==> src/rtl/ntt_bitrev_stream_reorder.sv <==
// Streaming bit-reverse reorder buffer: natural-order frames in, bit-reversed frames out.
// Latency: out_valid rises the cycle after the last (N-1th) input of a frame is accepted.
// Backpressure: ping-pong banks absorb up to 2N samples; in_ready drops while the write bank is full.
//
// Ports:
//   clk, rst              : single clock, synchronous active-high reset
//   in_valid/in_ready     : input handshake, in_data carries natural-order coefficients
//   out_valid/out_ready   : output handshake, out_data carries bit-reversed-order coefficients
//   out_last              : marks the final sample of each output frame
module ntt_bitrev_stream_reorder #(
    parameter int DATA_W = 8,
    parameter int LOG_N  = 3
) (
    input  logic              clk,
    input  logic              rst,
    input  logic              in_valid,
    output logic              in_ready,
    input  logic [DATA_W-1:0] in_data,
    output logic              out_valid,
    input  logic              out_ready,
    output logic [DATA_W-1:0] out_data,
    output logic              out_last
);
    localparam int N = 1 << LOG_N;
    localparam logic [LOG_N-1:0] LAST_IDX = '1;

    // Two coefficient banks; contents are deliberately left unreset.
    logic [DATA_W-1:0] r_mem [2][N];

    logic [1:0]       r_full;
    logic             r_wbank;
    logic             r_rbank;
    logic [LOG_N-1:0] r_wcnt;
    logic [LOG_N-1:0] r_rcnt;

    logic             w_in_xfer;
    logic             w_out_xfer;
    logic             w_wr_wrap;
    logic             w_rd_wrap;
    logic [LOG_N-1:0] w_rd_addr;

    // Read address is the read counter with its bits mirrored.
    always_comb begin
        w_rd_addr = '0;
        for (int i = 0; i < LOG_N; i++) begin
            w_rd_addr[i] = r_rcnt[LOG_N-1-i];
        end
    end

    // All outputs depend on registered state only.
    assign in_ready  = !r_full[r_wbank];
    assign out_valid = r_full[r_rbank];
    assign out_data  = out_valid ? r_mem[r_rbank][w_rd_addr] : '0;
    assign out_last  = out_valid && (r_rcnt == LAST_IDX);

    assign w_in_xfer  = in_valid && in_ready;
    assign w_out_xfer = out_valid && out_ready;
    assign w_wr_wrap  = w_in_xfer && (r_wcnt == LAST_IDX);
    assign w_rd_wrap  = w_out_xfer && (r_rcnt == LAST_IDX);

    always_ff @(posedge clk) begin
        if (w_in_xfer) begin
            r_mem[r_wbank][r_wcnt] <= in_data;
        end
    end

    // Write and read sides always own different banks' flag transitions,
    // so a set on one bank and a clear on the other can land together.
    always_ff @(posedge clk) begin
        if (rst) begin
            r_full  <= 2'b00;
            r_wbank <= 1'b0;
            r_rbank <= 1'b0;
            r_wcnt  <= '0;
            r_rcnt  <= '0;
        end else begin
            if (w_in_xfer) begin
                r_wcnt <= r_wcnt + 1'b1;
            end
            if (w_wr_wrap) begin
                r_full[r_wbank] <= 1'b1;
                r_wbank         <= ~r_wbank;
            end
            if (w_out_xfer) begin
                r_rcnt <= r_rcnt + 1'b1;
            end
            if (w_rd_wrap) begin
                r_full[r_rbank] <= 1'b0;
                r_rbank         <= ~r_rbank;
            end
        end
    end

endmodule
==> config.mk <==
export PLATFORM = sky130hd
export DESIGN_NAME = ntt_bitrev_stream_reorder
export DESIGN_NICKNAME = d
export VERILOG_FILES = /design/src/rtl/ntt_bitrev_stream_reorder.sv
export SDC_FILE = /design/constraint.sdc
export NUM_CORES = 1
export LEC_CHECK = 0
export BUFFER_PORTS_ARGS = -buffer_cell sky130_fd_sc_hd__buf_2
export CORE_MARGIN = 2
export CORE_UTILIZATION = 30
export CTS_BUF_LIST = sky130_fd_sc_hd__clkbuf_8
export DETAILED_ROUTE_END_ITERATION = 6
export SYNTH_ARGS = -nofsm -noshare
export SYNTH_HDL_FRONTEND = slang
export SYNTH_SLANG_ARGS = --single-unit
==> constraint.sdc <==
create_clock -name clk -period 3.1 [get_ports clk]
set_clock_uncertainty 0.1 [all_clocks]
set_input_delay 0.62 -clock clk [delete_from_list [all_inputs] [get_ports clk]]
set_output_delay 0.62 -clock clk [all_outputs]
set_load 0.005 [all_outputs]
## Yosys cells after proc, flatten, opt, wreduce, memory -nomap -nowiden

Memory sizes are Yosys's and may differ from the RTL's. A register that Yosys moved wholly into a read port is not among the register bits.
Cells that the tools add are included.

| cells by class | value |
|---|---|
| $add $sub $neg | 2 |
| $lt $le $gt $ge | 7 |
| eq/ne operators | 2 |
| multiplexer cells | 21 |
| bitwise operators | 7 |
| reductions and logical operators | 9 |

Operators by type and width:

| operator | count |
|---|---|
| 64-bit 2-to-1 mux | 1 |
| 8-bit 2-to-1 mux | 4 |
| 8-bit binary-select mux with 3-bit select | 1 |
| 8-bit demux with 3-bit select | 1 |
| 1-bit 2-to-1 mux | 9 |
| 4-bit >= comparator, second input constant | 2 |
| 1-bit logical AND | 8 |
| 3-bit inverter with 4-bit output | 2 |
| 3-bit by 1-bit adder with 3-bit output, second input constant | 2 |
| 3-bit == test, second input constant | 2 |
| 2-bit 2-to-1 mux | 3 |
| 1-bit by 2-bit less-than comparator with 1-bit output, second input constant | 2 |
| 4-bit by 1-bit less-than comparator with 1-bit output, second input constant | 1 |
| 2-bit bitwise AND | 1 |
| 1-bit demux with 1-bit select | 2 |
| 1-bit >= comparator, second input constant | 2 |
| 1-bit inverter | 2 |
| 2-bit inverter | 1 |
| 2-bit bitwise OR | 1 |
| 1-bit logical NOT | 1 |

| storage, ports and cells | value |
|---|---|
| register bits after elaboration | 10 |
| RAM bits | 128 |
| input port bits | 12 |
| output and inout port bits | 11 |
| logic and storage cells | 54 |
| memories kept | 1 |

Memories:

| memory | words | bits a word | read ports | clocked after Yosys merged registers in | write ports | RTL line | source |
|---|---|---|---|---|---|---|---|
| r_mem | 2 | 64 | 1 | 1 | 1 | 28 | `logic [DATA_W-1:0] r_mem [2][N];` |

## Longest topological paths before layout

| logic depth | value |
|---|---|
| word-level depth | 9 |
| depth in mapped cells | 5 |
| depth with buffers taken out | 5 |

## Worst setup path before layout

OpenSTA, ideal clock, no wires.

| timing path | value |
|---|---|
| path kind | input to register |
| start | input port in_valid |
| end | memory r_mem[0][24] (netlist name) (enable) |
| library setup time | 0.395 ns |
| data arrival time | 1.917 ns |
| required time | 2.605 ns |
| path slack | 0.688 ns |
| cell stages on the path | 3 |
| buffers on the path | 1 |
| cells stage by stage | clkbuf_1 > nand2_1 > nor4_1 |

| on the way | value |
|---|---|
| cells in the longest elaborated chain, start to end | 3 |

RTL lines:

| element | RTL line | source |
|---|---|---|
| from (decl) | 16 | `input logic in_valid,` |
| 1-bit logical AND | 56 | `assign w_in_xfer = in_valid && in_ready;` |
| 1-bit 2-to-1 mux | 62 | `if (w_in_xfer) begin` |
| 64-bit 2-to-1 mux (not written as such) | 63 | `r_mem[r_wbank][r_wcnt] <= in_data;` |
| to (decl) | 28 |  |

Every way passes these cells.

==> flow_summary.json <==
{
  "htree_levels": 4,
  "area_growth_pct": 14.8,
  "synth_xor_area_share_pct": 0,
  "setup.worst_path.end_class": "output pin",
  "max_freq_ghz": 0.335,
  "p_seq_share_pct": 59.7,
  "met1_usage_pct": 15.0,
  "swShare_pct": 21.6,
  "power.density_nw_per_um2": 540,
  "grt_max_degree": 31,
  "die_area_um2": 19800,
  "synth_area_um2": 5600,
  "critPathLaunchType": "register",
  "cts.sinks": 139,
  "grt_busiest_layer": "met2",
  "n_fill_cell": 1674,
  "grt_pass1_wl_mm": 16.9,
  "drive_above_1_share_pct": 26.5,
  "outcome": "finished clean",
  "drt_iter0_drc": 207,
  "gr-total-overflow": 0,
  "synth_flop_cell": "edfxtp_1",
  "synthArstFlopShare_pct": 0,
  "synth_nets": 294,
  "drc_errors": 0,
  "arrival_ns": 2.26,
  "fp.dieH_um": 141,
  "finalSetupTns_ns": 0,
  "hold_viol": 0,
  "syn_avg_cell_area_um2": 20.1,
  "synth_common_cells": "edfxtp_1, mux4_1, mux2i_1",
  "power_frac_clock_pct": 38.0,
  "nets": 343,
  "antenna_left": 0,
  "ir_drop_mv": 0.233,
  "hold_end": "r_wbank",
  "required_ns": 2.38,
  "grt_use_total_pct": 11.9,
  "ys_ff_latch": 139,
  "ff2ff_path_depth": 5,
  "seq_area_frac_synth_pct": 72.6,
  "yosysWarnings": 0,
  "p_int_w": 0.00272,
  "synthCells": 278,
  "p_comb_share_pct": 2.3,
  "path_max_fanout": 25,
  "rsz0062_at_grt": "no",
  "yosysMostFrequentCell": "edfxtp_1",
  "tightest_slew_ns": 0.527,
  "post_cts_buffers": 0,
  "core_area_um2": 18100,
  "dp_hpwl_mm": 7.08,
  "synth_cell_types": 35,
  "synth_top_family_by_area": "multiplexers",
  "clk_pin_slew_worst_paths_ns": 0.08,
  "cap_violations": 0,
  "slew-limit-headroom_pct": 64.6,
  "synth_edf_count": 128,
  "synth_area_leader_cell": "edfxtp_1",
  "dr.pass1.iters": 4,
  "muxShareOfSynthArea_pct": 17.7,
  "post-route-util_pct": 35.4,
  "clockBufferDepth": 2,
  "maxSlewViolCount": 0,
  "r2r_setup_slack_ns": 1.01,
  "ios": 23,
  "portBuffers": 22,
  "r2r_end": "r_mem[1][29]",
  "final-setup-viol-count": 0,
  "synthTopCellsByArea": "edfxtp_1, mux4_1, dfxtp_1",
  "gp_congestion": 0.774,
  "hold_depth": 2,
  "grt_pass1_vias": 2874,
  "clk_latency_ns": 0.44,
  "post-route-period-util_pct": 96.3,
  "vias": 2764,
  "vias_per_cell": 4.86,
  "synth-simple-area-share_pct": 3.33,
  "switchingPower_w": 0.000748,
  "wirelength_mm": 11.0,
  "die_w_um": 141,
  "use_met2_pct": 19.5,
  "critPathKind": "register to output pin",
  "min_from": "rst",
  "cts_root_buf": "clkbuf_8",
  "min_period_ns": 2.98,
  "grt_util_met3_pct": 4.28,
  "hp-class": "primary input to register",
  "yosysTopAreaCellShare_pct": 68.7,
  "grt_antenna_before_repair": 1,
  "cts_tree": "yes",
  "wl_per_cell_um": 19.4,
  "power_leakage_nw": 2.04,
  "numCtsBuffers": 17,
  "synth_compound_area_share_pct": 3.09,
  "synth_fa_ha_area_share_pct": 0.894,
  "reg2reg_from": "r_wbank",
  "start_util_pct": 30.8,
  "row_count": 49
}
## cells in the final DEF, fill, tap and decap left out, types with 4 or more instances in the layout
cell type	n
o21ai_0	6
dfxtp_1	10
buf_4	20
ha_1	4
clkinvlp_4	4
buf_2	22
mux2i_1	16
a21oi_1	7
clkbuf_8	17
mux4_1	23
edfxtp_1	128
nor2_1	13
nand3_1	4
o22ai_1	8
inv_1	6
mux4_2	9
nor4_1	5
## per-layer routing
layer,share of wire (%),vias up
met5,0,-
met4,0.92,0
met3,5.9,8
met2,50,62
met1,44,1428
li1,-,1266
## metrics by stage
| stage | instances | setup slack [ns] | hold slack [ns] | cell area, um^2 | total power [W] |
|---|---|---|---|---|---|
| floorplan | 278 | 0.688 | 0.383 | 5600 | 0.00214 |
| global placement | 537 | 0.568 | 0.394 | 6060 | 0.00219 |
| detailed placement | 537 | 0.559 | 0.420 | 6060 | 0.00219 |
| CTS | 568 | 0.0611 | 0.347 | 6420 | 0.00350 |
| global route | 568 | 0.00848 | 0.362 | 6420 | 0.00359 |
| finish | 569 | 0.115 | 0.375 | 6420 | 0.00346 |
## worst max-delay path by stage
| stage | end | slack [ns] | cells past startpoint |
|---|---|---|---|
| after floorplan | r_mem[0][24] | 0.69 | 3 |
| after global placement | out_data[3] | 0.57 | 5 |
| after detailed placement | out_data[2] | 0.56 | 5 |
| after CTS | out_data[2] | 0.06 | 5 |
| after global routing | out_data[2] | 0.008 | 5 |
| final | out_data[2] | 0.12 | 5 |
## flip-flops by register name (all words and copies together) (netlist names), named ones only
register and cells:
r_wbank 1, r_rcnt 3, r_mem 128, r_rbank 1, r_full 2, r_wcnt 3
## kinds of logic (layout without fill, tap and decap cells)
logic type               after synthesis  in the layout
buffers and inverters                 20             81
AO/OA/AOI/OAI                         28             28
AND/OR/NAND/NOR                       37             37
flip-flops                           139            139
other                                  0              1
multiplexers                          50             50
adder cells (fa/ha/maj)                4              4
## power groups by stage
stage / combinational (W) / sequential (W) / clock (W)
after global routing: 0.0000871 / 0.00207 / 0.00144
after detailed placement: 0.0000790 / 0.00211 / 0
after floorplan: 0.0000344 / 0.00211 / 0
after global placement: 0.0000756 / 0.00211 / 0
after CTS: 0.0000791 / 0.00207 / 0.00136
final: 0.0000785 / 0.00207 / 0.00132
## repair_timing
| action | 4_1_cts | 5_1_grt |
|---|---|---|
| endpoints found under the hold margin | 0 | 0 |
| hold buffers | 0 | 0 |
| gates resized for setup | 0 | 1 |
| endpoints found under the setup margin | 0 | 1 |
## worst max-delay path, stage by stage, from the launching register on
cell,delay (ns)
dfxtp_2,0.52
buf_12,0.26
mux4_1,0.60
mux2i_1,0.17
o22ai_1,0.11
buf_2,0.15
## final cells by class
class                           instances  area (um^2)  share of cell area (%)
Antenna cell                            1         2.50                  0.0390
Multi-Input combinational cell        119         1400                    21.9
Timing Repair Buffer                   43          280                    4.36
Sequential cell                       139         4070                    63.3
Tap cell                              229          287                    4.46
Inverter                                7         26.3                   0.409
Clock inverter                         14          123                    1.91
Clock buffer                           17          234                    3.64
No activity file was read; power rests on OpenSTA's default activity.
